===== src/rtl/div_unit_pkg.sv =====
// -----------------------------------------------------------------------------
// div_unit_pkg
//   Shared types for the RV32M iterative divider.
//   - rv32_divop  : operation code issued by the divop decoder
//   - div_state_t : divider control states
//   - DIV_CYCLES  : number of restoring iterations (one per quotient bit)
//   - is_signed_op / is_rem_op : small decode helpers
// -----------------------------------------------------------------------------
package div_unit_pkg;

    typedef enum logic [2:0] {
        divop_nop  = 3'd0,
        divop_div  = 3'd1,
        divop_divu = 3'd2,
        divop_rem  = 3'd3,
        divop_remu = 3'd4
    } rv32_divop;

    typedef enum logic [1:0] {
        DIV_IDLE = 2'd0,
        DIV_CALC = 2'd1,
        DIV_FIN  = 2'd2,
        DIV_DONE = 2'd3
    } div_state_t;

    localparam int DIV_CYCLES = 32;

    // div and rem interpret operands as two's complement
    function automatic logic is_signed_op(input rv32_divop op);
        return (op == divop_div) || (op == divop_rem);
    endfunction

    // rem and remu deliver the remainder instead of the quotient
    function automatic logic is_rem_op(input rv32_divop op);
        return (op == divop_rem) || (op == divop_remu);
    endfunction

endpackage


===== src/rtl/div_step.sv =====
// -----------------------------------------------------------------------------
// div_step
//   One combinational restoring-division iteration.
//   Ports:
//     rem      in  32  partial remainder before this step
//     dvs      in  32  divisor (magnitude)
//     dvd_bit  in  1   next dividend bit, MSB first
//     rem_next out 32  partial remainder after this step
//     q_bit    out 1   quotient bit produced by this step
// -----------------------------------------------------------------------------
module div_step (
    input  logic [31:0] rem,
    input  logic [31:0] dvs,
    input  logic        dvd_bit,
    output logic [31:0] rem_next,
    output logic        q_bit
);

    logic [32:0] shifted;
    logic [31:0] diff;

    always_comb begin
        // The shifted remainder can reach 33 bits, so the compare is 33-bit.
        shifted  = {rem, dvd_bit};
        q_bit    = (shifted >= {1'b0, dvs});
        // When the subtraction is taken the true result is below dvs, so the
        // low 32 bits of the difference are exact.
        diff     = shifted[31:0] - dvs;
        rem_next = q_bit ? diff : shifted[31:0];
    end

endmodule


===== src/rtl/div_unit.sv =====
// -----------------------------------------------------------------------------
// div_unit
//   Iterative radix-2 RV32M divider (div/divu/rem/remu). One operation in
//   flight; valid/ready handshake on request and result sides; destination
//   tag travels with the operation.
//   Ports:
//     i_clk    in   clock
//     i_rst    in   synchronous active-high reset (priority over i_flush)
//     i_flush  in   abort any in-flight or pending-result operation
//     i_valid  in   request valid
//     o_ready  out  unit idle; request accepted on i_valid && o_ready
//     i_divop  in   operation code
//     i_rs1    in   dividend
//     i_rs2    in   divisor
//     i_tag    in   destination tag
//     o_valid  out  result valid, held until i_ready
//     i_ready  in   consumer accepts result
//     o_result out  quotient or remainder
//     o_tag    out  tag of the result
//   Latency: special cases (divide by zero, signed overflow, nop) present the
//   result one cycle after accept; everything else after 34 cycles.
// -----------------------------------------------------------------------------
module div_unit
    import div_unit_pkg::*;
#(
    parameter int TAG_W = 5
) (
    input  logic             i_clk,
    input  logic             i_rst,
    input  logic             i_flush,
    input  logic             i_valid,
    output logic             o_ready,
    input  rv32_divop        i_divop,
    input  logic [31:0]      i_rs1,
    input  logic [31:0]      i_rs2,
    input  logic [TAG_W-1:0] i_tag,
    output logic             o_valid,
    input  logic             i_ready,
    output logic [31:0]      o_result,
    output logic [TAG_W-1:0] o_tag
);

    div_state_t       state_reg;
    rv32_divop        op_reg;
    logic [TAG_W-1:0] tag_reg;
    logic [TAG_W-1:0] out_tag_reg;
    logic             neg_q_reg;
    logic             neg_r_reg;
    logic [31:0]      dvd_reg;
    logic [31:0]      dvs_reg;
    logic [31:0]      quo_reg;
    logic [31:0]      rem_reg;
    logic [4:0]       cnt_reg;
    logic [31:0]      result_reg;
    logic             valid_reg;
    logic             ready_reg;

    // Request-side decode, only meaningful in the accept cycle
    logic             req_signed;
    logic [31:0]      req_abs1;
    logic [31:0]      req_abs2;
    logic             req_fast;
    logic [31:0]      req_fast_result;

    always_comb begin
        req_signed      = is_signed_op(i_divop);
        req_abs1        = (req_signed && i_rs1[31]) ? (32'd0 - i_rs1) : i_rs1;
        req_abs2        = (req_signed && i_rs2[31]) ? (32'd0 - i_rs2) : i_rs2;
        req_fast        = 1'b0;
        req_fast_result = 32'd0;
        if (i_divop == divop_nop) begin
            req_fast        = 1'b1;
            req_fast_result = 32'd0;
        end else if (i_rs2 == 32'd0) begin
            req_fast        = 1'b1;
            req_fast_result = is_rem_op(i_divop) ? i_rs1 : 32'hFFFF_FFFF;
        end else if (req_signed && (i_rs1 == 32'h8000_0000) && (i_rs2 == 32'hFFFF_FFFF)) begin
            req_fast        = 1'b1;
            req_fast_result = is_rem_op(i_divop) ? 32'd0 : 32'h8000_0000;
        end
    end

    logic [31:0] step_rem;
    logic        step_q;

    div_step u_step (
        .rem      (rem_reg),
        .dvs      (dvs_reg),
        .dvd_bit  (dvd_reg[cnt_reg]),
        .rem_next (step_rem),
        .q_bit    (step_q)
    );

    // Sign fix-up applied on the unsigned magnitude results
    logic [31:0] quo_fix;
    logic [31:0] rem_fix;

    always_comb begin
        quo_fix = neg_q_reg ? (32'd0 - quo_reg) : quo_reg;
        rem_fix = neg_r_reg ? (32'd0 - rem_reg) : rem_reg;
    end

    always_ff @(posedge i_clk) begin
        if (i_rst) begin
            state_reg   <= DIV_IDLE;
            op_reg      <= divop_nop;
            tag_reg     <= '0;
            out_tag_reg <= '0;
            neg_q_reg   <= 1'b0;
            neg_r_reg   <= 1'b0;
            dvd_reg     <= 32'd0;
            dvs_reg     <= 32'd0;
            quo_reg     <= 32'd0;
            rem_reg     <= 32'd0;
            cnt_reg     <= 5'd0;
            result_reg  <= 32'd0;
            valid_reg   <= 1'b0;
            ready_reg   <= 1'b1;
        end else if (i_flush) begin
            // Drop whatever is in flight; a request in this cycle is ignored.
            state_reg <= DIV_IDLE;
            valid_reg <= 1'b0;
            ready_reg <= 1'b1;
        end else begin
            case (state_reg)
                DIV_IDLE: begin
                    if (i_valid) begin
                        op_reg    <= i_divop;
                        tag_reg   <= i_tag;
                        neg_q_reg <= req_signed && (i_rs1[31] ^ i_rs2[31]);
                        neg_r_reg <= req_signed && i_rs1[31];
                        dvd_reg   <= req_abs1;
                        dvs_reg   <= req_abs2;
                        quo_reg   <= 32'd0;
                        rem_reg   <= 32'd0;
                        cnt_reg   <= 5'(DIV_CYCLES - 1);
                        ready_reg <= 1'b0;
                        if (req_fast) begin
                            state_reg   <= DIV_DONE;
                            result_reg  <= req_fast_result;
                            out_tag_reg <= i_tag;
                            valid_reg   <= 1'b1;
                        end else begin
                            state_reg <= DIV_CALC;
                        end
                    end
                end
                DIV_CALC: begin
                    rem_reg          <= step_rem;
                    quo_reg[cnt_reg] <= step_q;
                    if (cnt_reg == 5'd0) begin
                        state_reg <= DIV_FIN;
                    end else begin
                        cnt_reg <= cnt_reg - 5'd1;
                    end
                end
                DIV_FIN: begin
                    result_reg  <= is_rem_op(op_reg) ? rem_fix : quo_fix;
                    out_tag_reg <= tag_reg;
                    valid_reg   <= 1'b1;
                    state_reg   <= DIV_DONE;
                end
                DIV_DONE: begin
                    if (i_ready) begin
                        valid_reg <= 1'b0;
                        ready_reg <= 1'b1;
                        state_reg <= DIV_IDLE;
                    end
                end
                default: begin
                    state_reg <= DIV_IDLE;
                    valid_reg <= 1'b0;
                    ready_reg <= 1'b1;
                end
            endcase
        end
    end

    assign o_ready  = ready_reg;
    assign o_valid  = valid_reg;
    assign o_result = result_reg;
    assign o_tag    = out_tag_reg;

endmodule


===== config.mk =====
export PLATFORM = sky130hd
export DESIGN_NAME = div_unit
export DESIGN_NICKNAME = d
export VERILOG_FILES = /design/src/rtl/div_unit_pkg.sv /design/src/rtl/div_step.sv /design/src/rtl/div_unit.sv
export SDC_FILE = /design/constraint.sdc
export NUM_CORES = 1
export LEC_CHECK = 0
export CAP_MARGIN = 40
export CELL_PAD_IN_SITES_DETAIL_PLACEMENT = 0
export CELL_PAD_IN_SITES_GLOBAL_PLACEMENT = 2
export CORE_MARGIN = 4
export CORE_UTILIZATION = 34
export DETAILED_ROUTE_END_ITERATION = 8
export GPL_TIMING_DRIVEN = 0
export PLACE_DENSITY = 0.79
export SYNTH_ARGS = -nofsm -noshare
export SYNTH_HDL_FRONTEND = slang
export SYNTH_SLANG_ARGS = --single-unit

===== constraint.sdc =====
create_clock -name i_clk -period 5.5 [get_ports i_clk]
set_input_delay 1.375 -clock i_clk [delete_from_list [all_inputs] [get_ports i_clk]]
set_output_delay 1.375 -clock i_clk [all_outputs]
set_load 0.005 [all_outputs]

==> results of run 1 <==
-- worst max-delay path, delay by kind of cell (launching register included) --
kind / cells / cell delay, ps
buf+inv: 2 / 400
compound gates: 8 / 2190
mux: 1 / 570
simple gates: 3 / 800
flops: 1 / 510
fa+ha+maj: 2 / 630
-- where the power goes --
part           switching, mW  internal, mW  total (mW)
Combinational          0.483         0.298       0.781
Sequential            0.0427          1.39        1.43
Clock                  0.615         0.700        1.32
-- stage by stage --
step | util (%) | power [mW]
6_report | 40.93 | 3.530
5_1_grt | 40.93 | 3.679
4_1_cts | 40.88 | 3.549
3_5_place_dp | 39.23 | 2.231
3_3_place_gp | 39.17 | 2.226
2_1_floorplan | - | 1.913
-- synthesized netlist by cell type, types with 46 or more instances --
library cell / instances / area, µm²
a211oi_1: 52 / 390.4
a21oi_1: 135 / 675.7
clkbuf_1: 93 / 349.1
dfxtp_1: 184 / 3684
ha_1: 46 / 575.6
inv_1: 68 / 255.2
nand2_1: 167 / 626.9
nor2_1: 191 / 716.9
nor3_1: 46 / 230.2
o21ai_0: 157 / 785.8
xnor2_1: 70 / 613.1
xor2_1: 68 / 595.6
-- routing by layer --
layer  GRT usage, %  share of wire (%)  up-vias
li1               -                  -     6313
met1          35.91                 49     6172
met2          37.16                 43      391
met3          4.992                6.1       59
met4          6.613                2.3        0
met5              0                  0        -
-- cell type report --
type,count,area (µm²),area share [%]
repair buffers,117,1157,7.706
clock buffers,20,446.7,2.974
well taps,468,585.6,3.899
plain buffers,108,431.7,2.874
multi-input cells,1320,8302,55.27
inverters,68,255.2,1.699
flip-flops and latches,184,3684,24.53
clock inverters,12,157.7,1.050
-- final timing paths --
path         startpoint     endpoint  slack, ps  depth (start not counted)
min          tag_reg[0]   tag_reg[0]        460                          2
max reg2reg  cnt_reg[0]  rem_reg[26]        340                         16
min reg2reg  tag_reg[0]   tag_reg[0]        460                          2
max          cnt_reg[0]  rem_reg[26]        340                         16
-- logic make-up after synthesis --
| kind of cell | after synthesis | synth area share, % |
|---|---|---|
| fa+ha+maj | 47 | 4.704 |
| buf+inv | 176 | 5.386 |
| mux | 27 | 2.935 |
| compound gates | 533 | 26.55 |
| xor+xnor | 138 | 9.547 |
| flops | 184 | 29.10 |
| simple gates | 575 | 21.78 |
-- cells in the final DEF, fill, tap and decap left out, types with 52 or more instances in the layout --
cell type / count
xnor2_1: 70
o21ai_0: 157
nand2_1: 167
nor2_1: 191
clkbuf_1: 94
xor2_1: 68
inv_1: 68
a21oi_1: 134
dfxtp_1: 184
clkdlybuf4s50_1: 113
a211oi_1: 52
==> results.sh, run 1 <==
export IMPL_overflow=0
export IMPL_ctsResizeCount=1
export IMPL_synth_warning_count=0
export IMPL_crit_type="flop to flop"
export IMPL_setup_violations=0
export IMPL_synthArstFlopShare_pct=0
export IMPL_track_usage_pct=24.67
export IMPL_clockBufferDepth=2
export IMPL_worst_pin_slew_ps=921.2
export IMPL_status="finished, final reports clean"
export IMPL_ys_types=74
export IMPL_hold_buffers=0
export IMPL_cp_data_arrival_time_ps=5550
export IMPL_worstPathMaxFanout=10
export IMPL_start_util_pct=34.50
export IMPL_hold_violations=0
export IMPL_synth_area_per_cell_um2=7.536
export IMPL_finalClockSkew_ps=14.93
export IMPL_die_area_um2=40380
export IMPL_post_route_min_period_ps=5165
export IMPL_io_pins=116
export IMPL_synth_edf_count=0
export IMPL_cp_end_kind="flop"
export IMPL_rsz0062_at_grt="no"
export IMPL_fmaxAchievable_ghz=0.1936
export IMPL_whs_ps=460.2
export IMPL_min_path_type="flop to flop"
export IMPL_wl_per_cell_um=22.37
export IMPL_syn_nets=1804
export IMPL_synth_seq_area_share_pct=29.10
export IMPL_dp_hpwl_mm=40.83
export IMPL_cts_tree="yes"
export IMPL_clock_latency_ps=460
export IMPL_p_per_area_nw_per_um2=235.0
export IMPL_syn_inst=1680
export IMPL_dp_cells=2264
export IMPL_tns_ps=0
export IMPL_max_slew_margin_rel_pct=37.94
export IMPL_maxCapViolations=0
export IMPL_routed_wirelength_mm=51.38
export IMPL_post_cts_buffers=0
export IMPL_cp_slowest_stage_delay_ps=570
export IMPL_crit_required_ps=5890
export IMPL_syn2layout_area_growth_pct=18.64
export IMPL_firstDrtPassIters=6
export IMPL_dp_slack_ps=-191.6
export IMPL_clk_pin_slew_ps=80
export IMPL_initialDrtViolationCount=1028
export IMPL_die_y_um=201.0
export IMPL_stdcell_count=2297
export IMPL_finalInstanceArea_um2=15020
export IMPL_port_buffers=113
export IMPL_ant_nets=0
export IMPL_rows=70
export IMPL_critPathLaunchType="flop"
export IMPL_cts_sinks=184
export IMPL_antenna_found_initial=1
export IMPL_vias=12940
export IMPL_dpl_cell_area_um2=14400
export IMPL_p_leak_nw=5.445
export IMPL_first_global_vias=12240
export IMPL_core_area_um2=36700
export IMPL_ys_seq_elements=184
export IMPL_crit_slowest_cell="mux4_2"
export IMPL_syn_area_um2=12660
export IMPL_place_congestion=0.9201
export IMPL_slew_viol_final=0
export IMPL_cts_buffers=17
export IMPL_antenna_cells=0
export IMPL_final_nets=1940
export IMPL_cp_cell_sequence="clkbuf_4 > mux4_2 > a221oi_1 > and3_1 > ha_1 > inv_1 > fa_1 > a21o_1 > a221o_1 > a21oi_1 > o21ai_0 > a21boi_2 > o21bai_1 > or3b_1 > a211o_1 > nand3_1"
export IMPL_drc=0
export IMPL_via_per_inst=5.631
export IMPL_grt_pass1_wl_mm=77.10
export IMPL_cts_htree_levels=4
export IMPL_fp_dieW_um=201.0
export IMPL_drive_gt1_share_pct=4.921
export IMPL_root_buffer="clkbuf_16"
export IMPL_period_share_pct=93.91
export IMPL_dominantRegCellSynth="dfxtp_1"
export IMPL_fin_ws_ps=335.0
export IMPL_grt_max_degree=18
export IMPL_fillers=3846
export IMPL_vdd_drop_max_v=0.0002255
Power figures use the tool's default switching activity.
==> run 2: changes to the inputs <==
MAX_ROUTING_LAYER = met4   (was unset)
==> results.sh, run 2 (synthesized netlist as in run 1, its figures left out) <==
export IMPL_maxCapViolations=0
export IMPL_period_share_pct=95.09
export IMPL_dp_slack_ps=-191.6
export IMPL_p_leak_nw=5.445
export IMPL_first_global_vias=12230
export IMPL_worst_pin_slew_ps=1009
export IMPL_vias=13030
export IMPL_crit_required_ps=5890
export IMPL_clockBufferDepth=2
export IMPL_clk_pin_slew_ps=80
export IMPL_routed_wirelength_mm=51.47
export IMPL_grt_max_degree=18
export IMPL_root_buffer="clkbuf_16"
export IMPL_worstRegToRegCells=16
export IMPL_place_congestion=0.9415
export IMPL_fmaxAchievable_ghz=0.1912
export IMPL_track_usage_pct=25.40
export IMPL_final_core_util_pct=40.92
export IMPL_dp_hpwl_mm=40.83
export IMPL_hold_depth=2
export IMPL_layout_common_cells="191 x nor2_1, 184 x dfxtp_1, 167 x nand2_1"
export IMPL_overflow=0
export IMPL_hold_violations=0
export IMPL_final_common_cell="nor2_1"
export IMPL_start_util_pct=34.50
export IMPL_p_int_mw=2.389
export IMPL_cp_slowest_stage_delay_ps=600
export IMPL_p_total_mw=3.523
export IMPL_p_per_area_nw_per_um2=234.6
export IMPL_initialDrtViolationCount=1097
export IMPL_pwr_share_seq_pct=40.7
export IMPL_stdcell_count=2297
export IMPL_port_buffers=113
export IMPL_crit_type="flop to flop"
export IMPL_wl_per_cell_um=22.41
export IMPL_cp_end_kind="flop"
export IMPL_setup_violations=0
export IMPL_combPwrFrac_pct=22.1
export IMPL_cts_sinks=184
export IMPL_cts_buffers=17
export IMPL_max_slew_margin_rel_pct=31.99
export IMPL_io_pins=116
export IMPL_tns_ps=0
export IMPL_cts_tree="yes"
export IMPL_fp_dieW_um=201.0
export IMPL_finalClockSkew_ps=14.86
export IMPL_crit_slowest_cell="mux4_2"
export IMPL_cp_cell_sequence="buf_2 > mux4_2 > a221oi_1 > and3_1 > ha_1 > inv_1 > fa_1 > a21o_1 > a221o_1 > a21oi_1 > o21ai_0 > a21boi_2 > o21bai_1 > or3b_1 > a211o_1 > nand3_1"
export IMPL_syn2layout_area_growth_pct=18.62
export IMPL_min_path_type="flop to flop"
export IMPL_die_y_um=201.0
export IMPL_slew_viol_final=0
export IMPL_dp_cells=2264
export IMPL_drc=0
export IMPL_worstPathMaxFanout=10
export IMPL_firstDrtPassIters=8
export IMPL_post_route_min_period_ps=5230
export IMPL_antenna_found_initial=1
export IMPL_die_area_um2=40380
export IMPL_final_nets=1940
export IMPL_ant_nets=0
export IMPL_vdd_drop_max_v=0.0002260
export IMPL_core_area_um2=36700
export IMPL_fin_ws_ps=270.0
export IMPL_p_sw_share_pct=32.20
export IMPL_drive_gt1_share_pct=4.921
export IMPL_via_per_inst=5.673
export IMPL_status="finished, final reports clean"
export IMPL_critPathLaunchType="flop"
export IMPL_p_sw_mw=1.134
export IMPL_grt_pass1_wl_mm=77.11
export IMPL_clkPwrFrac_pct=37.2
export IMPL_rows=70
export IMPL_cts_htree_levels=4
export IMPL_antenna_cells=0
export IMPL_clock_latency_ps=460
export IMPL_cp_data_arrival_time_ps=5620
[run 2: metrics by stage]
| stage | hold slack [ps] | cell area, µm² |
|---|---|---|
| 2_1_floorplan | 428.7 | 12660 |
| 3_3_place_gp | 441.2 | 14380 |
| 3_5_place_dp | 450.9 | 14400 |
| 4_1_cts | 460.9 | 15000 |
| 5_1_grt | 482.1 | 15020 |
| 6_report | 459.8 | 15020 |
[run 2: cell type report]
class                           count  area, µm²
Fill cell                        3845      21680
Multi-Input combinational cell   1320       8302
Sequential cell                   184       3684
Timing Repair Buffer              117       1157
Tap cell                          468      585.6
Clock buffer                       20      446.7
Buffer                            108      429.2
Inverter                           68      255.2
Clock inverter                     12      157.7
[run 2: power by group through the flow]
stage,logic (mW),clock network [mW],registers [mW]
after floorplan,0.464,0,1.45
after global placement,0.764,0,1.46
after detailed placement,0.767,0,1.46
after CTS,0.770,1.35,1.43
after global routing,0.849,1.39,1.44
final,0.780,1.31,1.43
[run 2: what timing repair did]
action	in CTS	in global routing
buffers inserted	0	0
gates resized for setup	1	4
endpoints found under the setup margin	26	29
hold buffers	0	0
[run 2: path summary, 6_finish.rpt]
kind / start / endpoint / slack (ps)
setup / recovery: cnt_reg[0] / rem_reg[26] / 270
setup reg to reg: cnt_reg[0] / rem_reg[26] / 270
hold reg to reg: tag_reg[0] / tag_reg[0] / 460
hold / removal: tag_reg[0] / tag_reg[0] / 460
[run 2: per-layer routing]
layer | global-route usage, % | part of all wire [%]
met5 | - | 0
met4 | 6.613 | 2.3
met3 | 4.717 | 6.8
met2 | 37.00 | 43
met1 | 36.22 | 48
[run 2: worst max-delay path, delay by kind of cell, from the launching register on]
family	cells	cell delay [ps]
buffers and inverters	2	440
AO/OA/AOI/OAI	8	2190
multiplexers	1	600
flip-flops	1	500
adder cells (fa/ha/maj)	2	630
AND/OR/NAND/NOR	3	790
